File: config.mk
export PLATFORM = sky130hd
export DESIGN_NAME = seq_mult
export DESIGN_NICKNAME = d
export VERILOG_FILES = /design/src/rtl/seq_mult.sv
export SDC_FILE = /design/constraint.sdc
export NUM_CORES = 1
export LEC_CHECK = 0
export ABC_AREA = 1
export BUFFER_PORTS_ARGS = -buffer_cell sky130_fd_sc_hd__clkbuf_2
export CAP_MARGIN = 20
export CORE_MARGIN = 3
export CORE_UTILIZATION = 54
export DETAILED_ROUTE_END_ITERATION = 10
export GPL_TIMING_DRIVEN = 0
export HOLD_SLACK_MARGIN = 0.03
export PLACE_DENSITY = 0.71
export SYNTH_ARGS = -nofsm -noshare
export SYNTH_HDL_FRONTEND = slang
export SYNTH_SLANG_ARGS = --single-unit
File: constraint.sdc
create_clock -name clk -period 2.5 [get_ports clk]
set_input_delay 0.5 -clock clk [delete_from_list [all_inputs] [get_ports clk]]
set_output_delay 0.5 -clock clk [all_outputs]
set_load 0.02 [all_outputs]
File: src/rtl/seq_mult.sv
// Iterative radix-2 shift-add multiplier, signed or unsigned, one operation in flight.
// Latency: out_valid rises WIDTH+1 edges after the accepting edge; back-to-back accepts are WIDTH+3 edges apart.
// Backpressure: in_ready drops for the whole operation; the product is held in DONE until out_ready.
module seq_mult #(
  parameter int WIDTH = 16
) (
  input  logic               clk,
  input  logic               rst_n,
  input  logic               in_valid,
  output logic               in_ready,
  input  logic [WIDTH-1:0]   a,
  input  logic [WIDTH-1:0]   b,
  input  logic               signed_mode,
  output logic               out_valid,
  input  logic               out_ready,
  output logic [2*WIDTH-1:0] p
);

  localparam int PW = 2 * WIDTH;
  localparam int CW = $clog2(WIDTH + 1);

  localparam logic [1:0] S_IDLE = 2'd0;
  localparam logic [1:0] S_RUN  = 2'd1;
  localparam logic [1:0] S_FIX  = 2'd2;
  localparam logic [1:0] S_DONE = 2'd3;

  localparam logic [CW-1:0]    CNT_LAST = CW'(WIDTH - 1);
  localparam logic [CW-1:0]    CNT_ONE  = CW'(1);
  localparam logic [WIDTH-1:0] ONE_W    = WIDTH'(1);
  localparam logic [PW-1:0]    ONE_P    = PW'(1);

  logic [1:0]       state_q, state_d;
  logic [CW-1:0]    cnt_q, cnt_d;
  logic [PW-1:0]    mcand_q, mcand_d;
  logic [WIDTH-1:0] mplier_q, mplier_d;
  logic [PW-1:0]    acc_q, acc_d;
  logic             neg_q, neg_d;
  logic [PW-1:0]    p_q, p_d;
  logic             in_ready_q, in_ready_d;
  logic             out_valid_q, out_valid_d;

  logic [WIDTH-1:0] a_mag;
  logic [WIDTH-1:0] b_mag;

  // Next-state logic: load magnitudes in IDLE, shift-add in RUN, apply the sign in FIX, hold in DONE.
  always_comb begin
    state_d     = state_q;
    cnt_d       = cnt_q;
    mcand_d     = mcand_q;
    mplier_d    = mplier_q;
    acc_d       = acc_q;
    neg_d       = neg_q;
    p_d         = p_q;
    // Magnitude of the most negative value is 2^(WIDTH-1), which still fits in WIDTH unsigned bits.
    a_mag       = (signed_mode && a[WIDTH-1]) ? (~a + ONE_W) : a;
    b_mag       = (signed_mode && b[WIDTH-1]) ? (~b + ONE_W) : b;

    case (state_q)
      S_IDLE: begin
        if (in_valid) begin
          mcand_d  = {{WIDTH{1'b0}}, a_mag};
          mplier_d = b_mag;
          acc_d    = '0;
          cnt_d    = '0;
          neg_d    = signed_mode & (a[WIDTH-1] ^ b[WIDTH-1]);
          state_d  = S_RUN;
        end
      end
      S_RUN: begin
        if (mplier_q[0]) begin
          acc_d = acc_q + mcand_q;
        end
        mcand_d  = mcand_q << 1;
        mplier_d = mplier_q >> 1;
        cnt_d    = cnt_q + CNT_ONE;
        if (cnt_q == CNT_LAST) begin
          state_d = S_FIX;
        end
      end
      S_FIX: begin
        p_d     = neg_q ? (~acc_q + ONE_P) : acc_q;
        state_d = S_DONE;
      end
      S_DONE: begin
        if (out_ready) begin
          state_d = S_IDLE;
        end
      end
      default: begin
        state_d = S_IDLE;
      end
    endcase

    // Handshake flags are registered copies of the state being entered.
    in_ready_d  = (state_d == S_IDLE);
    out_valid_d = (state_d == S_DONE);
  end

  // State and datapath registers with synchronous active-low reset.
  always_ff @(posedge clk) begin
    if (!rst_n) begin
      state_q     <= S_IDLE;
      cnt_q       <= '0;
      mcand_q     <= '0;
      mplier_q    <= '0;
      acc_q       <= '0;
      neg_q       <= 1'b0;
      p_q         <= '0;
      in_ready_q  <= 1'b1;
      out_valid_q <= 1'b0;
    end else begin
      state_q     <= state_d;
      cnt_q       <= cnt_d;
      mcand_q     <= mcand_d;
      mplier_q    <= mplier_d;
      acc_q       <= acc_d;
      neg_q       <= neg_d;
      p_q         <= p_d;
      in_ready_q  <= in_ready_d;
      out_valid_q <= out_valid_d;
    end
  end

  assign in_ready  = in_ready_q;
  assign out_valid = out_valid_q;
  assign p         = p_q;

endmodule

=== Word-level counts from Yosys, hierarchy flattened ===
Index checks and enable logic that the tools add are counted.

* Register bits: 122
* Input port bits: 37
* Output and inout bits: 34
* Logic and storage cells: 50

* Add/subtract/negate cells: 5
* Equal/unequal tests: 7
* Mux-type cells: 16
* Bitwise operators: 5
* Reduce and logical (&&, ||, !) cells: 8

{| class="wikitable"
|+ Operators with widths
! kind !! count
|-
| 2-to-1 mux 32 bit || 4
|-
| case mux 32 bit (2 select lines) || 2
|-
| 2-to-1 mux 16 bit || 3
|-
| adder 16 x 1 -> 16 bit (second input constant) || 2
|-
| adder 32 x 1 -> 32 bit (second input constant) || 1
|-
| adder 32 bit || 1
|-
| NOT 16 bit || 2
|-
| NOT 32 bit || 1
|-
| case mux 16 bit (2 select lines) || 1
|-
| case mux 5 bit (2 select lines) || 1
|-
| case mux 2 bit (4 select lines) || 1
|-
| equality test 2 bit (second input constant) || 3
|-
| 2-to-1 mux 2 bit || 3
|-
| adder 5 x 1 -> 5 bit (second input constant) || 1
|-
| equality test 5 x 4 -> 1 bit (second input constant) || 1
|-
| 2-to-1 mux 5 bit || 1
|-
| logical NOT 2 bit || 2
|-
| inequality test 2 bit (second input constant) || 2
|-
| AND reduction 2 bit || 2
|-
| AND reduction 3 bit || 1
|-
| equality test 2 x 1 -> 1 bit (second input constant) || 1
|-
| logical AND 1 bit || 2
|-
| nonzero test 2 bit || 1
|-
| bitwise AND 1 bit || 1
|-
| bitwise XOR 1 bit || 1
|}

=== Depth between registers and ports, before layout ===
Gate-level depths: netlist (run 1).

* Depth in word-level cells: 5
* Gate-level depth with buffers: 14
* Depth with buffers taken out: 14

=== Worst setup path before layout (run 1) ===
OpenSTA, ideal clock, no wires.

* Path type: reg-to-reg
* From: reg mcand_q[0]
* To: reg acc_q[28]
* Setup time: 0.132 ns
* Data arrival time: 1.658 ns
* Data required time: 2.368 ns
* Slack: 0.710 ns
* Cell stages (with the launch flop): 14
* Buffers on the path: 0
* Period minus slack after synthesis: 1.790 ns
* Cell sequence: dfxtp_1 > ha_1 > inv_1 > fa_1 > inv_1 > nand3_1 > nand3_1 > nand3_1 > nand3_1 > nand2_1 > nand2_1 > nand2_1 > nand3_1 > a21oi_1

* Longest elaborated chain between the ends: 3

{| class="wikitable"
|+ RTL lines
! item !! RTL line !! text
|-
| from (decl) || 34 || <nowiki>logic [PW-1:0] mcand_q, mcand_d;</nowiki>
|-
| from (signal assigned) || 114 || <nowiki>mcand_q <= mcand_d;</nowiki>
|-
| adder 32 bit || 71 || <nowiki>acc_d = acc_q + mcand_q;</nowiki>
|-
| 2-to-1 mux 32 bit || 70 || <nowiki>if (mplier_q[0]) begin</nowiki>
|-
| case mux 32 bit (2 select lines) || 58 || <nowiki>case (state_q)</nowiki>
|-
| to (signal assigned) || 106 || <nowiki>acc_q <= '0;</nowiki>
|-
| to (signal assigned) || 116 || <nowiki>acc_q <= acc_d;</nowiki>
|-
| to (decl) || 36 || <nowiki>logic [PW-1:0] acc_q, acc_d;</nowiki>
|}

Every way passes these cells. The select of a mux whose other input is x is not followed.
A chain may end at the register's enable or synchronous reset.

=== Final worst setup path (run 1) ===
Ends and elaborated chain as after synthesis.

==> results of run 1 <==
==> area by class of cell <==
type                       instances  area share
tap                              211     0.02713
clock buffer                      21     0.04731
timing repair buffer              70     0.03600
multi-input combinational       1027      0.5181
clock inverter                    10     0.01453
sequential                       122      0.2510
buffer                            43     0.02404
inverter                         211     0.08190
==> metrics by stage <==
stage	hold WS, ps	area [um2]
after global routing	377.2	9732
after CTS	340.3	9732
after global placement	449.5	9130
after floorplan	438.9	8516
final	346.5	9732
after detailed placement	458.5	9130
==> per-layer routing <==
layer | global-route usage | routed length (um) | vias up
met1 | 0.3463 | 10570 | 4074
met4 | 0.1272 | 1073 | 0
met5 | 0 | 0 | -
met3 | 0.04096 | 1263 | 62
li1 | - | - | 4676
met2 | 0.4968 | 11810 | 252
==> placed cells by master (no fill, tap or decap), types with 5 or more instances in the layout <==
master / instances
ha_1: 36
a21oi_1: 124
nand4_1: 11
a31oi_1: 13
inv_1: 201
xor2_1: 19
nor3_1: 13
nand3_1: 113
nand3b_1: 5
buf_6: 7
buf_2: 10
or2_2: 14
clkbuf_16: 17
o21ai_0: 54
a22oi_1: 15
o21ai_1: 5
clkbuf_1: 24
o31ai_1: 5
inv_2: 8
clkbuf_2: 70
nor2_1: 127
nand2_1: 440
dfxtp_1: 122
==> state kept, by name, summed over array words and instances, names as in the netlist <==
signal,cells
p,32
state_q,2
neg_q,1
mcand_q,32
in_ready,1
cnt_q,5
mplier_q,16
out_valid,1
acc_q,32
==> tightest hold or removal path, stage by stage <==
cell and delay (ps):
clkbuf_2 90, nand2_1 70, a21oi_1 60
==> worst paths after layout <==
kind | start | to | slack (ps) | depth (start not counted)
worst max-delay path | mcand_q[0] | acc_q[28] | 210 | 13
worst min-delay path | a[0] | mcand_q[0] | 350 | 3
worst max register to register | mcand_q[0] | acc_q[28] | 210 | 13
worst min register to register | cnt_q[4] | cnt_q[4] | 470 | 2
==> logic make-up after synthesis <==
logic type | count (synthesis) | share of synthesized area
compound gates | 235 | 0.1525
xor+xnor | 20 | 0.02057
fa+ha+maj | 37 | 0.05525
buf+inv | 254 | 0.1211
flops | 122 | 0.2868
simple gates | 735 | 0.3638
==> power breakdown <==
| part | leakage (uW) | switching, uW | internal (uW) |
|---|---|---|---|
| sequential | 0.000989 | 43.9 | 2000 |
| clock | 0.000290 | 909 | 1620 |
| combinational | 0.00364 | 411 | 210 |
| total | 0.00492 | 1360 | 3830 |
==> reports/summary.md, run 1 <==
The flow ran to the end, and the final reports show no timing, DRC or antenna violations. VDD sags by at most 506.1 uV. Sorting the synthesized cells by area gives the leading types as dfxtp_1 (29%), nand2_1 (19%), inv_1 (8.9%). After clock tree synthesis, the setup repair step added 0 buffers. The run gives 122 as the TritonCTS sink count. In the post-synthesis netlist, the cell with the most instances is nand2_1. The sequential cells in the finished layout cover a total of 2442 um2.

The library cell used as clock root buffer is clkbuf_16. The share of cells above drive strength 1 is 0.1024, and the critical path buffer and inverter count is 2. The logs give 8378 for the number of global-route vias before repair and 24.71 mm for the total routed wirelength.

The overall die width was 131.6 um. At the pin with the least slew margin, the transition time is 648.3 ps. The detail-routed net length per standard cell is 14.41 um. The total track usage came out at 0.2843. Of all cell types, the one taking the most synthesized area is dfxtp_1.

For this design the static power due to leakage is 0.004915 uW. The tools report the tightest slew margin relative to the limit as 0.5678. The async set or reset register ratio after synthesis came out at 0. The run gives 0 as the post-route DRC violation count. The detail route stage leaves a number of antenna-violating nets equal to 0. The HPWL after detailed placement came out at 19.38 mm.

Walking the worst path, the cells encountered are ha_1 -> inv_1 -> fa_1 -> inv_1 -> nand3_1 -> nand3_1 -> nand3_1 -> nand3_1 -> nand2_1 -> nand2_1 -> nand2_1 -> nand3_1 -> a21oi_1. Clock-pin slew on the worst setup and hold paths: 60 ps. The critical path is of the flop to flop type.

TritonCTS built the clock tree. The design draws 5191 uW. Of all nets on the critical path, the largest fanout is 5.

In this run, CTS created clock tree buffers numbering 17. The critical path's top delay family was simple AND/OR/NAND/NOR gates. STA classifies the critical path startpoint as a flop. Counting stages on the worst path, the most repeated cell is nand3_1. In the final layout, the multi-input gates occupy 5042 um2. The worst setup path is captured at a flop. The number of different library cells used by synthesis comes to 41. The floorplan step set the die height to 131.6 um.

For the first-iteration detailed-routing DRC count, the log shows 684. The run gives 0 as the final count of pins violating max slew. At the worst endpoint, the required time is 2780 ps.

Relative to the synthesized area, the layout overhead comes to 14.28%. The logs give 0 for the number of gates resized after cts and 6 for the first-pass iteration count of the detailed router. Excluding fillers, the count of instances in the completed layout stands at 1715. The highest cell delay on the worst timing path is 360 ps.

The count of final setup violators came out at 0. The final period demand of the worst path came out at 2294 ps. The H-tree was split into 4 levels. The initial cell density of the core came out at 0.5560.

Ratio of final minimum period to clock period: 0.9175. The first global-routing pass estimated 40.12 mm of wire. The slack of the critical path came out at 206.3 ps. Counting instances in the post-synthesis netlist gives the leading cell types as nand2_1 (440), inv_1 (201), nor2_1 (127), a21oi_1 (124), dfxtp_1 (122). The filler cell count in the final layout is 1543. The average vias per placed instance was 5.285; the number of nets in the synthesized netlist was 1477. Among all flip-flop cells after synthesis, the most frequent one is dfxtp_1.

For the final routed database, the setup TNS stands at 0 ps. The area enclosed by the die boundary is 17310 um2. The later-pin clock latency in the skew report came out at 420 ps. For this design, the CTS-stage hold fixing added 0 buffers.

Buffers placed on the I/O ports in this run total 70. Counting every instance in the synthesized netlist gives 1403. 0 antenna diodes ended up in the layout. The arrival time of the worst setup path was 2580 ps. The tools report the count of warnings emitted by yosys as 0. The tools report the total global routing overflow as 0. Number of hold-slack violations in the final timing report: 0. The congestion estimate from routability-driven global placement came to 0.9493. The post-synthesis sequential area ratio was 0.2868; the standard-cell row count was 45.

The highest-delay cell along the critical path was dfxtp_1. The tools report the area of the mapped netlist as 8516 um2. The post-synthesis register bit count came out at 122.

Dividing total power by cell area gives a power density of 533.4 nW/um2. The number of instances in the placed design was 1684. The path class of the tightest hold or removal check is input pin to flop. Counting flops with a built-in enable in the synthesized netlist gives 0. The final-stage net count is 1566, and the fraction of post-synthesis cell area in the top cell type by area is 0.2868.

The max-cap violation count came out at 0. Each instance of the synthesized netlist takes up on average 6.070 um2. Prior to clock tree synthesis, the placed netlist has a worst setup slack of 248.3 ps. The initial antenna violation count is 0, and the maximum number of pins on one net before global-route repair is 17. Setup repair after global routing left no endpoint under its margin. For this block, the via count after detailed routing is 9064. The maximum clock rate was 0.4360 GHz. The maximum clock skew at final layout was 11.01 ps. For the final core utilization, the log shows 0.6355.

The buffer depth of the longest clock path is 2. The run gives 15310 um2 as the area of the core region. In this run the count of I/O pins placed on the die edge is 71.
Power figures use the tool's default switching activity.
==> run 2: changes to the inputs <==
Settings changed: ABC_AREA 1 to unset, PLACE_DENSITY 0.71 to 0.72, RECOVER_POWER set to 50.
==> reports/summary.md, run 2 <==
The area of the core region is 13350 um2 (-13%). The final period demand of the worst path is 2707 ps (+413.6 ps), and the area growth from synthesis to layout is 26.75%. The run gives 7 (+1) as the first-pass iteration count of the detailed router.

The logs give 0 (unchanged) for the post-route DRC violation count and 2 (unchanged) for the buffer depth of the longest clock path. The level count of the clock H-tree is 4 (unchanged), and the TritonCTS sink count is 122 (unchanged). Walking the worst path, the cells encountered are ha_2 -> and3_2 -> a311o_2 -> a311oi_2 -> nor3b_2 -> or4b_1 -> o211ai_2.

Sorting the synthesized cells by how often they occur yields dfxtp_1 (122), nand2_1 (93), nor2b_1 (70), clkbuf_1 (57), xor2_1 (52). The fraction of post-synthesis cell area in the top cell type by area is 0.3283 (+0.04154), and the number of buffers added by the clock tree synthesis step is 17 (unchanged). The fraction of synthesized area in multiplexers is 0.007065 (+0.007065), and the antenna diode count is 0 (unchanged).

The tools report the maximum ir drop on the vdd rail as 435.1 uV (-14%). The final-stage net count came out at 1061 (-32%). The maximum fanout count along the critical path is 8 (+3). The detail-routed net length per standard cell is 19.12 um (+33%). The distinct cell type count of the synthesized netlist was 63 (+54%); the count of final setup violators was 9 (+9).

The total via count in the routed design was 7405 (-18%); the slew at the pin closest to its max-slew limit was 823.7 ps (+175.5 ps). The run gives -207.3 ps (-413.6 ps) as the slack of the critical path. The initial cell density of the core is 0.5573 (+0.001228).

For the total track usage, the log shows 0.2799 (-0.004409). The number of global-route vias before repair was 6698 (-20%); the total routed wirelength was 22.48 mm (-9.0%). The highest cell delay on the worst timing path was 540 ps (+180 ps). The logs give 0.9444 (-0.52%) for the final weighted congestion of routability-driven global placement and 0.003870 uW (-21%) for the leakage power. The post-synthesis share of cell area spent on xor and xnor gates was 0.09302 (+0.07245). TritonCTS built the clock tree.

dfxtp_1 takes more of the synthesized area than any other cell. Sorting the synthesized cells by area gives the leading types as dfxtp_1 (33%), xor2_1 (6.1%), ha_1 (6.1%). The maximum number of pins on one net before global-route repair was 17 (unchanged). The area of the mapped netlist is 7438 um2 (-13%), and the worst endpoint required time is 2850 ps (+70 ps).

The average cell area after synthesis was 8.453 um2 (+39%); the total of buffers placed on input and output ports was 68 (-2.9%). The number of nets with antenna violations after routing is 0 (unchanged), and the number of hold-slack violations in the final timing report is 0 (unchanged). The wire length of the first global-routing pass came out at 33.73 mm (-16%).

In the layout the commonest cells are nand2_1 (91), dfxtp_1 (82), clkbuf_1 (79). The total power per unit cell area was 548.8 nW/um2 (+2.9%). The complex-gate fraction of the synthesized area works out to 0.2651 (+0.1126). The area enclosed by the die boundary came out at 15220 um2 (-12%). The tools report the number of instances in the placed design as 1124 (-33%).

The flow ran to the end, but the final reports show violations. The number of top-level design ports was 71 (unchanged); the total global routing overflow was 0 (unchanged). The share of cells above drive strength 1 is 0.2190 (+0.1166). The post-synthesis share of cell area spent on full adders, half adders and majority gates works out to 0.06325 (+0.008001). For the maximum clock skew at final layout, the log shows 6.577 ps (-4.429 ps). The worst setup path is launched from a flop.

The placement-stage worst setup slack was -565.0 ps (-813.4 ps). The height of the die came out at 123.4 um (-6.2%). Class of the tightest hold or removal check: input pin to flop.

The most common cell in the netlist was dfxtp_1. Maximum clock rate: 0.3694 GHz (-15%). For this design, the slowest cell found on the critical path is dfxtp_1.

The library cell used most frequently in the layout, excluding fill and tap cells, is nand2_1. The later-pin clock latency in the skew report is 420 ps (about the same), and the number of standard cells after synthesis is 880 (-37%). The ratio of final minimum period to clock period is 1.083 (+0.1655).

The async set or reset register ratio after synthesis was 0 (unchanged). The post-synthesis sequential area ratio is 0.3283 (+0.04154), and the first-iteration detailed-routing DRC count is 790 (+15%). Clock-pin slew on the worst setup and hold paths: 50 ps (about the same).

The number of enable flip-flop cells after synthesis came out at 0 (unchanged). The checks that failed: negative setup slack. The post-synthesis register bit count came out at 122 (unchanged). The overall die width was 123.4 um (-6.2%). The kind of end point of the critical path was a flop.

The count of warnings emitted by yosys is 0 (unchanged), and the number of nets in the synthesized netlist is 954 (-35%). Setup repair after global routing could not meet its margin everywhere. The average vias per placed instance came out at 6.297 (+19%). The top flip-flop cell by instance count after synthesis was dfxtp_1. The worst setup path is of the flop to flop kind. Post-layout instance count excluding filler cells: 1176 (-31%). The dominant combinational cell family by area after synthesis was compound AO/OA/AOI/OAI gates.

The run gives 14.92 mm (-23%) as the HPWL after detailed placement. The simple-gate area share of the yosys netlist is 0.2039 (-0.1599). The tools report the initial antenna violation count as 0 (unchanged). CTS placed an instance of clkbuf_16 at the clock tree root.

The run gives 0.4508 (-0.1170) as the tightest slew margin relative to the limit. Final count of pins violating max slew: 0 (unchanged). The max-cap violation count is 0 (unchanged). The standard-cell row count was 42 (-6.7%).

The final core utilization is 0.7063 (+0.07086), and the filler cell count in the final layout is 1024 (-34%). The run gives 3060 ps (+480 ps) as the arrival time of the worst setup path.
==> run 2: logic make-up after synthesis <==
family / after synthesis
xor gates and xnor gates: 79
AOI/OAI and AO/OA: 266
DFF: 122
muxes: 5
and+or+nand+nor: 293
buffers and inverters: 78
adders and majority gates: 37
==> run 2: cell type report <==
cell class	count	area, um2	area share
repair buffers	100	548.0	0.05813
clock buffers	22	474.2	0.05030
well taps	176	220.2	0.02336
inverters	20	77.57	0.008228
flip-flops and latches	122	2545	0.2699
plain buffers	46	176.4	0.01871
multi-input cells	680	5221	0.5538
clock inverters	10	165.2	0.01752
==> run 2: stage by stage <==
| step | area, um2 | hold slack, ps | setup TNS, ps | power, uW |
|---|---|---|---|---|
| final | 9428 | 429.5 | -911.6 | 5174 |
| after floorplan | 7492 | 473.1 | -0.3677 | 2376 |
| after global routing | 9428 | 449.8 | -1791 | 5318 |
| after global placement | 8053 | 471.7 | -6145 | 2528 |
| after detailed placement | 8053 | 473.0 | -5505 | 2532 |
| after CTS | 9062 | 425.7 | -487.6 | 5157 |
==> run 2: repair_timing <==
action / in CTS / in global routing
hold buffers: 0 / 0
setup endpoints to repair: 17 / 37
resized for setup: 74 / 85
pin swaps: 23 / 22
setup buffers: 18 / 15
==> run 2: path summary, 6_finish.rpt <==
check             from        end  slack, ps  cells past startpoint
min          out_ready  out_valid        430                      3
min reg2reg      p[31]      p[31]        480                      2
max          acc_q[11]  acc_q[31]       -210                      7
max reg2reg  acc_q[11]  acc_q[31]       -210                      7
==> run 2: power breakdown <==
part | internal [uW] | leakage [uW] | switching (uW)
sequential | 1970 | 0.00101 | 45.8
clock | 1750 | 0.000303 | 902
combinational | 205 | 0.00255 | 302
total | 3920 | 0.00387 | 1250
==> run 2: metal layers <==
metal | part of all wire | vias to the layer above | global-route usage
met5 | 0 | - | 0
met4 | 0.022 | 0 | 0.08443
met3 | 0.088 | 66 | 0.05444
met2 | 0.45 | 383 | 0.4343
met1 | 0.44 | 3497 | 0.3940
li1 | - | 3459 | -
==> run 2: worst max-delay path, delay by kind of cell (launching register included) <==
family	cells	cell delay, ps
DFF	1	540
and+or+nand+nor	3	810
adders and majority gates	1	420
AOI/OAI and AO/OA	3	860
